File: src/rtl/load_store_unit_if.sv
// Request/response handshake and data-memory port bundle for the load/store unit.
// The slave modport is the unit's view; the master modport is the CPU/memory side.
interface load_store_unit_if;
  logic        req_valid;
  logic        req_ready;
  logic        req_write;
  logic [1:0]  req_size;
  logic        req_signed;
  logic [31:0] req_addr;
  logic [31:0] req_wdata;
  logic        resp_valid;
  logic [31:0] resp_rdata;
  logic        resp_err;
  logic        mem_we;
  logic [31:0] mem_addr;
  logic [31:0] mem_wdata;
  logic [31:0] mem_rdata;

  modport slave (
    input  req_valid, req_write, req_size, req_signed, req_addr, req_wdata, mem_rdata,
    output req_ready, resp_valid, resp_rdata, resp_err, mem_we, mem_addr, mem_wdata
  );

  modport master (
    output req_valid, req_write, req_size, req_signed, req_addr, req_wdata, mem_rdata,
    input  req_ready, resp_valid, resp_rdata, resp_err, mem_we, mem_addr, mem_wdata
  );
endinterface

File: src/rtl/load_store_unit.sv
// Single-outstanding load/store unit in front of a word-wide, registered-read data memory.
// Sub-word stores are read-modify-write; loads extract a little-endian lane and extend it.
module load_store_unit #(
  parameter int unsigned MEM_DEPTH_LOG2 = 8
) (
  input  logic               clk,
  input  logic               rst_n,
  load_store_unit_if.slave   bus
);

  typedef enum logic [2:0] {IDLE, RD, CAP, WR, RESP} state_t;

  state_t      state_reg, state_next;
  logic        write_reg;
  logic [1:0]  size_reg;
  logic        signed_reg;
  logic [1:0]  lane_reg;
  logic        err_reg;
  logic [31:0] mem_addr_reg;
  logic [31:0] mem_wdata_reg;
  logic [31:0] rdata_reg;

  logic        accept;
  logic        size_bad, align_bad, range_bad, req_err;
  logic [31:0] word_idx;
  logic [7:0]  byte_sel;
  logic [15:0] half_sel;
  logic [31:0] load_data;
  logic [3:0]  lane_en;
  logic [3:0][7:0] merged;

  assign accept = (state_reg == IDLE) && bus.req_valid;

  assign size_bad  = (bus.req_size == 2'b11);
  assign align_bad = ((bus.req_size == 2'b01) && bus.req_addr[0]) ||
                     ((bus.req_size == 2'b10) && (bus.req_addr[1:0] != 2'b00));
  assign range_bad = ((bus.req_addr >> (MEM_DEPTH_LOG2 + 2)) != 32'd0);
  assign req_err   = size_bad || align_bad || range_bad;

  assign word_idx = {{(32 - MEM_DEPTH_LOG2){1'b0}}, bus.req_addr[MEM_DEPTH_LOG2+1:2]};

  always_ff @(posedge clk or negedge rst_n) begin
    if (!rst_n) state_reg <= IDLE;
    else        state_reg <= state_next;
  end

  always_comb begin
    state_next = state_reg;
    case (state_reg)
      IDLE: begin
        if (accept) begin
          if (req_err)                                       state_next = RESP;
          else if (bus.req_write && bus.req_size == 2'b10)   state_next = WR;
          else                                               state_next = RD;
        end
      end
      RD:      state_next = CAP;
      CAP:     state_next = write_reg ? WR : RESP;
      WR:      state_next = RESP;
      RESP:    state_next = IDLE;
      default: state_next = IDLE;
    endcase
  end

  // Lane extraction for loads, from the word the memory presents during CAP.
  assign byte_sel = bus.mem_rdata[8*lane_reg +: 8];
  assign half_sel = bus.mem_rdata[16*lane_reg[1] +: 16];

  always_comb begin
    load_data = bus.mem_rdata;
    case (size_reg)
      2'b00:   load_data = {{24{signed_reg & byte_sel[7]}}, byte_sel};
      2'b01:   load_data = {{16{signed_reg & half_sel[15]}}, half_sel};
      default: load_data = bus.mem_rdata;
    endcase
  end

  // Sub-word merge: mem_wdata_reg still holds the raw store data until CAP overwrites it.
  generate
    for (genvar gi = 0; gi < 4; gi++) begin : g_lane
      assign lane_en[gi] = (size_reg == 2'b00) ? (lane_reg == 2'(gi))
                                               : (lane_reg[1] == 1'(gi / 2));
      assign merged[gi]  = !lane_en[gi]        ? bus.mem_rdata[8*gi +: 8] :
                           (size_reg == 2'b00) ? mem_wdata_reg[7:0]
                                               : mem_wdata_reg[8*(gi % 2) +: 8];
    end
  endgenerate

  always_ff @(posedge clk or negedge rst_n) begin
    if (!rst_n) begin
      write_reg     <= 1'b0;
      size_reg      <= 2'b00;
      signed_reg    <= 1'b0;
      lane_reg      <= 2'b00;
      err_reg       <= 1'b0;
      mem_addr_reg  <= 32'd0;
      mem_wdata_reg <= 32'd0;
      rdata_reg     <= 32'd0;
    end else if (accept) begin
      write_reg    <= bus.req_write;
      size_reg     <= bus.req_size;
      signed_reg   <= bus.req_signed;
      lane_reg     <= bus.req_addr[1:0];
      err_reg      <= req_err;
      mem_addr_reg <= word_idx;
      rdata_reg    <= 32'd0;
      if (bus.req_write && !req_err) mem_wdata_reg <= bus.req_wdata;
    end else if (state_reg == CAP) begin
      if (write_reg) mem_wdata_reg <= merged;
      else           rdata_reg     <= load_data;
    end
  end

  assign bus.req_ready  = (state_reg == IDLE);
  assign bus.resp_valid = (state_reg == RESP);
  assign bus.resp_err   = (state_reg == RESP) && err_reg;
  assign bus.resp_rdata = rdata_reg;
  assign bus.mem_we     = (state_reg == WR);
  assign bus.mem_addr   = mem_addr_reg;
  assign bus.mem_wdata  = mem_wdata_reg;

endmodule

File: src/flat_wrapper.sv
// flat-port wrapper written by rule: the top's interface ports become plain ports
module load_store_unit_flat 
#(
  parameter int unsigned MEM_DEPTH_LOG2 = 8
)
  (clk, rst_n, bus_req_valid, bus_req_write, bus_req_size, bus_req_signed, bus_req_addr, bus_req_wdata, bus_mem_rdata, bus_req_ready, bus_resp_valid, bus_resp_rdata, bus_resp_err, bus_mem_we, bus_mem_addr, bus_mem_wdata);
  load_store_unit_if bus_i ();
  input  logic clk;
  input  logic rst_n;
  input wire logic [$bits(bus_i.req_valid)-1:0] bus_req_valid;
  input wire logic [$bits(bus_i.req_write)-1:0] bus_req_write;
  input wire logic [$bits(bus_i.req_size)-1:0] bus_req_size;
  input wire logic [$bits(bus_i.req_signed)-1:0] bus_req_signed;
  input wire logic [$bits(bus_i.req_addr)-1:0] bus_req_addr;
  input wire logic [$bits(bus_i.req_wdata)-1:0] bus_req_wdata;
  input wire logic [$bits(bus_i.mem_rdata)-1:0] bus_mem_rdata;
  output wire logic [$bits(bus_i.req_ready)-1:0] bus_req_ready;
  output wire logic [$bits(bus_i.resp_valid)-1:0] bus_resp_valid;
  output wire logic [$bits(bus_i.resp_rdata)-1:0] bus_resp_rdata;
  output wire logic [$bits(bus_i.resp_err)-1:0] bus_resp_err;
  output wire logic [$bits(bus_i.mem_we)-1:0] bus_mem_we;
  output wire logic [$bits(bus_i.mem_addr)-1:0] bus_mem_addr;
  output wire logic [$bits(bus_i.mem_wdata)-1:0] bus_mem_wdata;
  assign bus_i.req_valid = bus_req_valid;
  assign bus_i.req_write = bus_req_write;
  assign bus_i.req_size = bus_req_size;
  assign bus_i.req_signed = bus_req_signed;
  assign bus_i.req_addr = bus_req_addr;
  assign bus_i.req_wdata = bus_req_wdata;
  assign bus_i.mem_rdata = bus_mem_rdata;
  assign bus_req_ready = bus_i.req_ready;
  assign bus_resp_valid = bus_i.resp_valid;
  assign bus_resp_rdata = bus_i.resp_rdata;
  assign bus_resp_err = bus_i.resp_err;
  assign bus_mem_we = bus_i.mem_we;
  assign bus_mem_addr = bus_i.mem_addr;
  assign bus_mem_wdata = bus_i.mem_wdata;
  load_store_unit #(.MEM_DEPTH_LOG2(MEM_DEPTH_LOG2)) u_core (.clk(clk), .rst_n(rst_n), .bus(bus_i));
endmodule
File: config.mk
export PLATFORM = sky130hd
export DESIGN_NAME = load_store_unit_flat
export DESIGN_NICKNAME = d
export VERILOG_FILES = /design/src/rtl/load_store_unit_if.sv /design/src/rtl/load_store_unit.sv /design/src/flat_wrapper.sv
export SDC_FILE = /design/constraint.sdc
export NUM_CORES = 1
export LEC_CHECK = 0
export CAP_MARGIN = 10
export CORE_ASPECT_RATIO = 0.9
export CORE_UTILIZATION = 43
export CTS_CLUSTER_DIAMETER = 80
export DETAILED_ROUTE_END_ITERATION = 16
export GPL_ROUTABILITY_DRIVEN = 0
export PLACE_DENSITY = 0.81
export SLEW_MARGIN = 10
export SYNTH_ARGS = -nofsm -noshare
export SYNTH_HDL_FRONTEND = slang
export SYNTH_SLANG_ARGS = --single-unit
File: constraint.sdc
create_clock -name clk -period 2.3 [get_ports clk]
set_clock_uncertainty 0.1 [all_clocks]
set_input_delay 0.575 -clock clk [delete_from_list [all_inputs] [get_ports clk]]
set_output_delay 0.575 -clock clk [all_outputs]
set_load 0.01 [all_outputs]
======== Word level (Yosys, flattened, before mapping) ========
Cells that the tools add are included.
word-level totals
  flip-flop bits (word level) ............. 82
operators by class
  equality and inequality tests ........... 15
  bitwise logic cells ..................... 3
  reductions and logical operators ........ 20
  shifts and indexed selects .............. 2
  muxes and demuxes ....................... 22
operators with widths
  cell                                                    number
  two-way mux 32 bit                                      7
  case mux 32 bit (2 select lines)                        1
  two-way mux 8 bit                                       5
  nonzero test 32 bit                                     1
  variable part select 32 x 6 -> 16 bit                   1
  variable part select 32 x 6 -> 8 bit                    1
  case mux 3 bit (4 select lines)                         1
  two-way mux 3 bit                                       3
  == test 2 bit (second input constant)                   4
  == test 2 x 1 -> 1 bit (second input constant)          3
  == test 3 x 2 -> 1 bit (second input constant)          2
  logical AND 1 bit                                       6
  nonzero test 2 bit                                      3
  logical NOT 2 bit                                       2
  two-way mux 1 bit                                       4
  inequality test 2 x 1 -> 1 bit (second input constant)  2
  inequality test 2 bit (second input constant)           2
  AND reduction 4 bit                                     1
  == test 3 x 1 -> 1 bit (second input constant)          1
  == test 3 bit (second input constant)                   1
  logical NOT 3 bit                                       1
  logical OR 1 bit                                        3
  AND reduction 3 bit                                     1
  bitwise AND 1 bit                                       2
  4 further kinds                                         4

======== Logic depth before layout (Yosys ltp) ========
  depth in word-level cells ............... 9
  gate-level depth with buffers ........... 7
  gate-level depth less buffers ........... 4

======== Worst setup path after synthesis ========
Ideal clock, no wire load.
  kind .................................... input -> register
  start ................................... in bus_req_addr[11]
  end ..................................... reg u_core.mem_wdata_reg[10], in the netlist u_core.bus.mem_wdata[10]
  path slack .............................. 0.111 ns
  data arrival time ....................... 1.956 ns
  data required time ...................... 2.067 ns
  stages .................................. 5
  path through ............................ nor4_1 -> nand4_2 -> o31ai_2 -> buf_2 -> a32oi_1
between the ends
  cells in the longest elaborated chain, start to end .. 6
RTL lines
  item                             line                    text
  from (decl)                      flat_wrapper.sv:14      input wire logic [$bits(bus_i.req_addr)-1:0] bus_req_addr;
  nonzero test 32 bit              load_store_unit.sv:37   assign range_bad = ((bus.req_addr >> (MEM_DEPTH_LOG2 + 2)) != 32'd0);
  logical OR 1 bit                 load_store_unit.sv:38   assign req_err = size_bad || align_bad || range_bad;
  logical NOT 1 bit                load_store_unit.sv:107  if (bus.req_write && !req_err) mem_wdata_reg <= bus.req_wdata;
  logical AND 1 bit                load_store_unit.sv:107
  inequality test 2 bit (no line)  -
  AND reduction 3 bit (no line)    -
  to (signal assigned)             load_store_unit.sv:107
  to (signal assigned)             load_store_unit.sv:109  if (write_reg) mem_wdata_reg <= merged;
  to (decl)                        load_store_unit.sv:20   logic [31:0] mem_wdata_reg;
Every way passes these cells.
A chain may end at the register's enable or synchronous reset.

======== Worst setup path in the final report ========
  start ................................... in bus_req_addr[13]
  end ..................................... reg u_core.mem_wdata_reg[28], in the netlist u_core.bus.mem_wdata[28]
Same word-level chain as after synthesis.

==> flow_summary.toml <==
[logic_synthesis]
yosys_warnings = 0
synth_top_area_frac = 0.429
yosysTopAreaCell = "dfrtp_1"
yosys-top-cells-count = "82 x dfrtp_1, 70 x nand2_1, 36 x o21ai_0"
ys_seq_elements = 82
synth_ff_type = "dfrtp_1"
syn-cell-area_um2 = 4780
postSynthAreaPerCell_um2 = 9.38
syn_inst = 510
yosysUniqueCellTypes = 54
synth_edf_count = 0
yosysMostFrequentCell = "dfrtp_1"
async_reset_ff_frac = 1.00
synthTopCellsByArea = "dfrtp_1 43%, nand2_1 5.5%, a221o_1 5.0%, buf_4 3.9%, o21ai_0 3.8%"
seq_area_frac_synth = 0.429

[setup_path]
r2r_cells = 5
worstPathRequired_ns = 2.41
end_kind = "flip-flop"
arrival_ns = 2.39
critPathKind = "in2reg"
reg2reg_slack_ns = 0.13
cp_max_fo = 16
startpoint_type = "input port"

[power_and_ir_drop]
p_leak_nw = 3.02
vdd_drop_max_v = 0.000352
power_density_nw_per_um2 = 564
power.total_mw = 4.06

[timing]
tightest_slew_ns = 0.586
rsz0062_at_grt = "true"
fin_crit_sh = 0.990
finalHoldViolCount = 0
fin_crit_ns = 2.28
setup-tns-final_ns = 0
slew_violations = 0
slew_headroom = 0.609
max_freq_mhz = 439
setup_violations = 0

[detailed_routing]
vias_per_cell = 5.95
drc = 0
ant_nets = 0
drt-total-wl_um = 16400
initialDrtViolationCount = 423
via_count = 4984
wl_per_cell_um = 19.6
first_pass_iters = 4

[floorplanning]
die_area_um2 = 11600
ios = 203
die_width_um = 113
num_rows = 36
core_area_um2 = 10800
start_util = 0.442
chipHeight_um = 102

[final_layout]
multi_input_area_um2 = 2440
fin_cells = 837
nets = 802
syn2layout_area_growth_pct = 50.4
drive_above_1_share = 0.135
seq_area_um2 = 2060
antennaDiodeCount = 0
utilization = 0.666
n_fill_cell = 843

[cts]
hold_buffers = 0
cts.htree.levels = 3
numCtsBuffers = 9
clkTransAtPathRegs_ns = 0.07
cts_sinks = 82
cts_tree = "done"
clock_path_buffers = 2
clock_latency_ns = 0.35
root_buffer = "clkbuf_16"

[flow_run]
maxCapViolations = 0

[global_routing]
overflow = 0
grt_pass1_wl_um = 24900
grt_pass1_vias = 4786
grt_max_degree = 41
antenna_found_initial = 0
grt_use_total = 0.280

[status]
status = "finished clean"

[placed_design]
dp_hpwl_um = 12000
place.port_buffers = 178
dp.cells = 817

[hold_path]
hp-class = "in2async"
cell type report:
type	count	area share
clock buffer	9	0.0313
timing repair buffer	224	0.303
inverter	11	0.00574
tap	133	0.0231
clock inverter	7	0.0115
multi-input combinational	371	0.340
sequential	82	0.286
layout by cell type, fill, tap and decap left out, drive strengths merged, types with 17 or more instances in the layout:
cell type	count
o21ai	36
buf	47
a221o	24
or3	17
a21oi	35
o211ai	18
nand2	71
nor2	20
conb	24
dfrtp	82
clkdlybuf4s50	173
layer usage:
metal,wire (um),vias up,global-route usage
met5,0,-,0
met4,417,0,0.0992
met3,1610,40,0.0694
met2,7710,313,0.462
met1,6650,2398,0.362
li1,-,2233,-
critical path: stages:
cell	delay, ns
clkdlybuf4s50_1	0.44
nor4_2	0.34
nand4_2	0.22
buf_4	0.21
o31ai_2	0.27
buf_6	0.21
a32oi_1	0.11
report_power, final:
| part | switching (mW) | internal [mW] | total (mW) | leakage [nW] |
|---|---|---|---|---|
| Combinational | 0.493 | 0.478 | 0.971 | 1.84 |
| Sequential | 0.0761 | 1.51 | 1.58 | 1.03 |
| Clock | 0.646 | 0.863 | 1.51 | 0.150 |
final timing paths:
kind / startpoint / endpoint
worst max-delay path: bus_req_addr[13] / u_core.bus.mem_wdata[28]
worst min-delay path: rst_n / u_core.bus.mem_wdata[6]
worst max register to register: u_core.state_reg[0] / u_core.bus.resp_rdata[23]
worst min register to register: u_core.bus.mem_addr[2] / u_core.bus.mem_addr[2]
max in group asynchronous: rst_n / u_core.state_reg[1]
min in group clk: u_core.bus.mem_addr[2] / u_core.bus.mem_addr[2]
per-stage QoR:
| stage | setup WS [ns] | hold slack [ns] | cell area (um2) |
|---|---|---|---|
| after floorplan | 0.111 | 0.179 | 4870 |
| after global placement | -0.306 | 0.360 | 6820 |
| after detailed placement | -0.311 | 0.366 | 6820 |
| after CTS | 0.00278 | 0.143 | 7130 |
| after global routing | -0.0505 | 0.158 | 7200 |
| final | 0.0222 | 0.114 | 7200 |
kinds of logic after synthesis:
kind of cell,synth area share
AO/OA/AOI/OAI,0.247
buffers and inverters,0.0874
flip-flops,0.429
multiplexers,0.0594
other,0.000784
AND/OR/NAND/NOR,0.176
timing repair:
action / in CTS / in global routing
gates resized for setup: 7 / 8
setup endpoints to repair: 4 / 43
pin swaps: 1 / 2
setup buffers: 0 / 4
No activity file was read; power rests on OpenSTA's default activity.
